$ cat src/rtl/mac_row_flex.sv
// mac_row_flex: systolic MAC row with one 4-bit (mode 1) or two 2-bit-activation (mode 0) signed weights per column.
// Define MAC_ROW_SAT_EN to make the column adders saturate instead of wrapping.
module mac_row_flex #(
  parameter int bw      = 2,
  parameter int psum_bw = 32,
  parameter int col     = 8
) (
  input  logic                   clk,
  input  logic                   reset,
  input  logic [bw-1:0]          in_w0,
  input  logic [bw-1:0]          in_w1,
  input  logic [2:0]             inst_w,
  input  logic [psum_bw*col-1:0] in_n,
  output logic [psum_bw*col-1:0] out_s,
  output logic [col-1:0]         valid,
  output logic                   load_done
);
  localparam int WB = 2*bw;
  localparam int CB = $clog2(col);
  localparam int PB = CB + 1;
  localparam int MW = 4*bw + 2;
  logic load, exec, mode, mode_flip, last, accept;
  logic mode_q, mode_d, load_done_q, load_done_d;
  logic [PB-1:0] ptr_q, ptr_d, p;
  logic [CB-1:0] idx;
  logic signed [WB-1:0] w_lo_q [col];
  logic signed [WB-1:0] w_hi_q [col];
  logic [col-1:0] st_v_q, st_m_q, valid_q;
  logic [WB-1:0] st_a_q [col];
  logic [psum_bw*col-1:0] out_q;
  assign {mode, exec, load} = inst_w;
  assign out_s     = out_q;
  assign valid     = valid_q;
  assign load_done = load_done_q;
  function automatic logic signed [psum_bw-1:0] mac(
    input logic                      m,
    input logic [WB-1:0]             a,
    input logic signed [WB-1:0]      wl,
    input logic signed [WB-1:0]      wh,
    input logic signed [psum_bw-1:0] n
  );
    logic signed [MW-1:0] pr;
    logic signed [psum_bw-1:0] pe, s;
    pr = m ? $signed(MW'(a)) * MW'(wl)
           : $signed(MW'(a[bw-1:0])) * MW'(wl) + $signed(MW'(a[WB-1:bw])) * MW'(wh);
    pe = psum_bw'(pr);
    s  = n + pe;
`ifdef MAC_ROW_SAT_EN
    if (n[psum_bw-1] == pe[psum_bw-1] && s[psum_bw-1] != n[psum_bw-1])
      s = n[psum_bw-1] ? {1'b1, {(psum_bw-1){1'b0}}} : {1'b0, {(psum_bw-1){1'b1}}};
`endif
    return s;
  endfunction
  // A finished sequence or a mode change makes the current beat start again from pointer 0.
  always_comb begin
    mode_flip   = (load | exec) & (mode != mode_q);
    p           = (load_done_q | mode_flip) ? '0 : ptr_q;
    last        = mode ? (p == PB'(col-1)) : (p == PB'(2*col-1));
    idx         = mode ? p[CB-1:0] : p[CB:1];
    accept      = exec & ~load & load_done_q & ~mode_flip;
    ptr_d       = load ? (last ? p : p + 1'b1) : (mode_flip ? '0 : ptr_q);
    load_done_d = load ? last : load_done_q & ~mode_flip;
    mode_d      = load ? mode : mode_q;
  end
  always_ff @(posedge clk) begin
    if (!reset) begin
      ptr_q       <= '0;
      load_done_q <= 1'b0;
      mode_q      <= 1'b0;
      for (int c = 0; c < col; c++) begin
        w_lo_q[c] <= '0;
        w_hi_q[c] <= '0;
      end
    end else begin
      ptr_q       <= ptr_d;
      load_done_q <= load_done_d;
      mode_q      <= mode_d;
      if (load && (mode || !p[0])) w_lo_q[idx] <= $signed({in_w1, in_w0});
      if (load && !mode && p[0])   w_hi_q[idx] <= $signed({in_w1, in_w0});
    end
  end
  // Each beat carries its own mode and activation down the row, one column per cycle.
  always_ff @(posedge clk) begin
    if (!reset) begin
      st_v_q  <= '0;
      st_m_q  <= '0;
      valid_q <= '0;
      out_q   <= '0;
      for (int c = 0; c < col; c++) st_a_q[c] <= '0;
    end else begin
      st_v_q    <= {st_v_q[col-2:0], accept};
      st_m_q    <= {st_m_q[col-2:0], mode};
      st_a_q[0] <= {in_w1, in_w0};
      for (int c = 1; c < col; c++) st_a_q[c] <= st_a_q[c-1];
      valid_q <= st_v_q;
      for (int c = 0; c < col; c++)
        if (st_v_q[c])
          out_q[c*psum_bw +: psum_bw] <= mac(st_m_q[c], st_a_q[c], w_lo_q[c], w_hi_q[c],
                                             $signed(in_n[c*psum_bw +: psum_bw]));
    end
  end
endmodule

$ cat config.mk
export PLATFORM = sky130hd
export DESIGN_NAME = mac_row_flex
export DESIGN_NICKNAME = d
export VERILOG_FILES = /design/src/rtl/mac_row_flex.sv
export SDC_FILE = /design/constraint.sdc
export NUM_CORES = 2
export LEC_CHECK = 0
export BUFFER_PORTS_ARGS = -buffer_cell sky130_fd_sc_hd__buf_2
export CAP_MARGIN = 10
export CORE_AREA = 3 3 312 314
export DETAILED_ROUTE_END_ITERATION = 8
export DIE_AREA = 0 0 315 317
export PLACE_DENSITY_LB_ADDON = 0.3
export SLEW_MARGIN = 5
export SYNTH_ARGS = -nofsm -noshare
export SYNTH_HDL_FRONTEND = slang
export SYNTH_SLANG_ARGS = --single-unit
$ cat constraint.sdc
create_clock -name clk -period 6.2 [get_ports clk]
set_input_delay 0.62 -clock clk [delete_from_list [all_inputs] [get_ports clk]]
set_output_delay 0.62 -clock clk [all_outputs]
set_load 0.01 [all_outputs]
==> impl_metrics.yaml <==
sta:
  timing.slew.headroom_pct: 29.74
  worstMarginPinSlew_ps: 1054
  final_hold_viol_count: 0
  grt_setup_unrepaired: "true"
  finalCritPeriodShare_pct: 96.96
  final-setup-viol-count: 0
  worst_slack_ps: 188.7
  fmax_mhz: 166.4
  holdWs_ps: 310.6
  fin_worst_skew_ps: 20.47
  period_needed_ps: 6011
  slew_viol_final: 0
  tns_ps: 0
final_layout:
  stdcell_count: 5961
  most-common-layout-cells: "buf_2 (528), ha_1 (495), nor2_1 (365)"
  final_common_cell: "buf_2"
  fin_nets: 5540
  drive_gt1_share_pct: 19.71
  multi_input_area_sq_um: 25570
  fill_cells: 9424
  area_growth_pct: 20.36
  regArea_sq_um: 8155
setup_path:
  crit_slowest_cell: "fa_1"
  cpLargestDelayFamily: "adder cells"
  r2r-start: "w_lo_q[4][2]"
  crit_path_max_fanout: 5
  cp_data_required_time_ps: 6710
  crit_start: "w_lo_q[4][2]"
  critical_path_class: "reg2reg"
  worstPathArrival_ps: 6520
  max_stage_delay_ps: 510
  start_kind: "register"
  cp-end-kind: "register"
  cp_num_buf_inv: 5
yosys:
  synth_compound_area_share_pct: 17.12
  synthArstFlopShare_pct: 0
  yosysWarnings: 0
  syn_avg_cell_area_sq_um: 8.621
  synth_mux_area_share_pct: 5.919
  synth-xor-area-share_pct: 7.255
  ys_seq_area_share_pct: 23.27
  synth-simple-area-share_pct: 15.85
  synthesis.nets: 4959
  synth_top_family_by_area: "adder cells"
  synth_area_sq_um: 35010
  synth_edf_count: 64
  ys_ff_latch: 375
  synth_top_flop_cell: "dfxtp_1"
  postSynthCellCount: 4061
  synth_fa_ha_area_share_pct: 25.20
  yosysUniqueCellTypes: 81
grt:
  track_usage_pct: 18.61
  antenna_found_initial: 19
  grt_pass1_vias: 29638
  grt-ovfl-total: 0
  grt_pass1_wl_mm: 151.8
  grt_max_degree: 72
run:
  maxCapViolCount: 0
outcome:
  status: "complete, no violations"
floorplan:
  pin_count: 530
  fp.coreArea_sq_um: 94870
  start_util_pct: 36.90
  die_w_um: 315
  fp.dieH_um: 317
  dieArea_sq_um: 99860
  row_count: 113
cts:
  cts.clk_slew.worst_paths_ps: 60
  ctsHoldBuffers: 0
  cts_sinks: 375
  cts_buffers: 50
  cts_tree: "yes"
  clockBufferDepth: 3
  root_buffer: "clkbuf_16"
  cts_htree_levels: 2
  clk_latency_ps: 630
route:
  wl_mm: 97.27
  via_per_inst: 5.079
  via_count: 30273
  drcViolationCount: 0
  first_pass_iters: 5
  top_layer: "met5"
  route.met2.wl_mm: 47.82
  m1WireLength_mm: 41.67
  drt_first_iter_violations: 1336
  met3_length_mm: 4.714
  ant_nets: 0
  wire_per_inst_um: 16.32
power_and_ir_drop:
  p_total_w: 0.007064
  vdd_drop_max_mv: 0.1733
  power.leakage_nw: 21.37
  power.density_nw_per_um2: 167.6
worst_hold_path:
  hold_path_class: "in2reg"
  min-delay-start: "inst_w[1]"
placement:
  place_ws_ps: 5.600
  dp.cells: 5813
  hpwl_mm: 75.79
  gp_congestion: 0.8893
  io_buffer_count: 529
[metal layers]
metal	GRT usage (%)	vias to the layer above
li1	-	15356
met1	22.92	14193
met4	6.010	12
met5	0	-
met3	3.369	162
met2	32.76	550
[worst reg2reg max path: stages, from the launching register on]
cell	delay, ps
edfxtp_1	420
and2_4	170
inv_2	50
fa_1	450
fa_1	510
fa_1	510
inv_1	60
ha_4	160
a21o_1	170
a21o_1	170
a21o_1	170
a21oi_2	130
xor2_1	150
mux2_4	190
clkinvlp_4	180
buf_6	180
buf_4	120
ha_2	370
nor2_1	70
nor2_1	160
nor3_2	90
or3_4	400
o21ai_4	190
a31oi_4	120
o21ai_2	170
a31o_2	200
nor2_1	50
a311o_1	300
[logic make-up after synthesis]
group,after synthesis
simple gates,1128
mux,203
buf+inv,495
compound gates,937
fa+ha+maj,633
flops,375
xor+xnor,290
[what timing repair did]
| action | CTS | global route |
|---|---|---|
| setup buffers | 0 | 40 |
| resized for setup | 1 | 136 |
| pin swaps | 0 | 58 |
| gates cloned | 0 | 2 |
| endpoints found under the hold margin | 0 | 0 |
| setup endpoints to repair | 1 | 60 |
[sequential cells by signal, summed over array words and instances (netlist names)]
signal	count
w_hi_q	32
st_m_q	8
valid	2
st_v_q	7
load_done	1
w_lo_q	32
out_s	256
ptr_q	4
mode_q	1
st_a_q	32
[cells in the mapped netlist, types with 21 or more instances]
library cell / number / area share, %
a211oi_1: 38 / 0.81
a21o_1: 183 / 3.9
a21oi_1: 305 / 4.4
a31oi_1: 27 / 0.48
and2_1: 225 / 4.0
and3_1: 60 / 1.1
clkbuf_1: 114 / 1.2
dfxtp_1: 311 / 18
edfxtp_1: 64 / 5.5
fa_1: 120 / 6.9
ha_1: 513 / 18
inv_1: 361 / 3.9
mux2_2: 32 / 1.0
mux2i_1: 171 / 4.9
nand2_1: 220 / 2.4
nand2b_1: 34 / 0.61
nand3_1: 81 / 1.2
nand4_1: 27 / 0.48
nor2_1: 366 / 3.9
nor2b_1: 22 / 0.39
o211ai_1: 26 / 0.56
o21a_1: 21 / 0.45
o21ai_0: 156 / 2.2
o21ai_1: 21 / 0.30
o21bai_1: 44 / 0.94
xnor2_1: 166 / 4.2
xor2_1: 124 / 3.1
[final timing paths]
path	endpoint	slack, ps	cells after the start
setup / recovery	out_s[156]	190	27
hold / removal	st_v_q[0]	310	2
hold reg to reg	out_s[42]	470	2
setup reg to reg	out_s[156]	190	27
[where the power goes]
group | leakage, nW | internal, W | switching, W
sequential | 3.17 | 0.00250 | 0.0000253
clock | 0.806 | 0.00178 | 0.00120
combinational | 17.4 | 0.000678 | 0.000883
[layout make-up]
| class | count | area share, % |
|---|---|---|
| repair buffers | 662 | 8.914 |
| well taps | 1265 | 3.756 |
| multi-input cells | 3191 | 60.69 |
| clock inverters | 20 | 0.5375 |
| inverters | 362 | 3.257 |
| clock buffers | 72 | 3.412 |
| flip-flops and latches | 375 | 19.35 |
| diodes | 14 | 0.08314 |
[through the flow]
step	cell area, sq um	util [%]
2_1_floorplan	35020	-
3_3_place_gp	39490	41.63
3_5_place_dp	39490	41.63
4_1_cts	41160	43.39
5_1_grt	42120	44.40
6_report	42140	44.42
(Power assumes the default switching activity.)
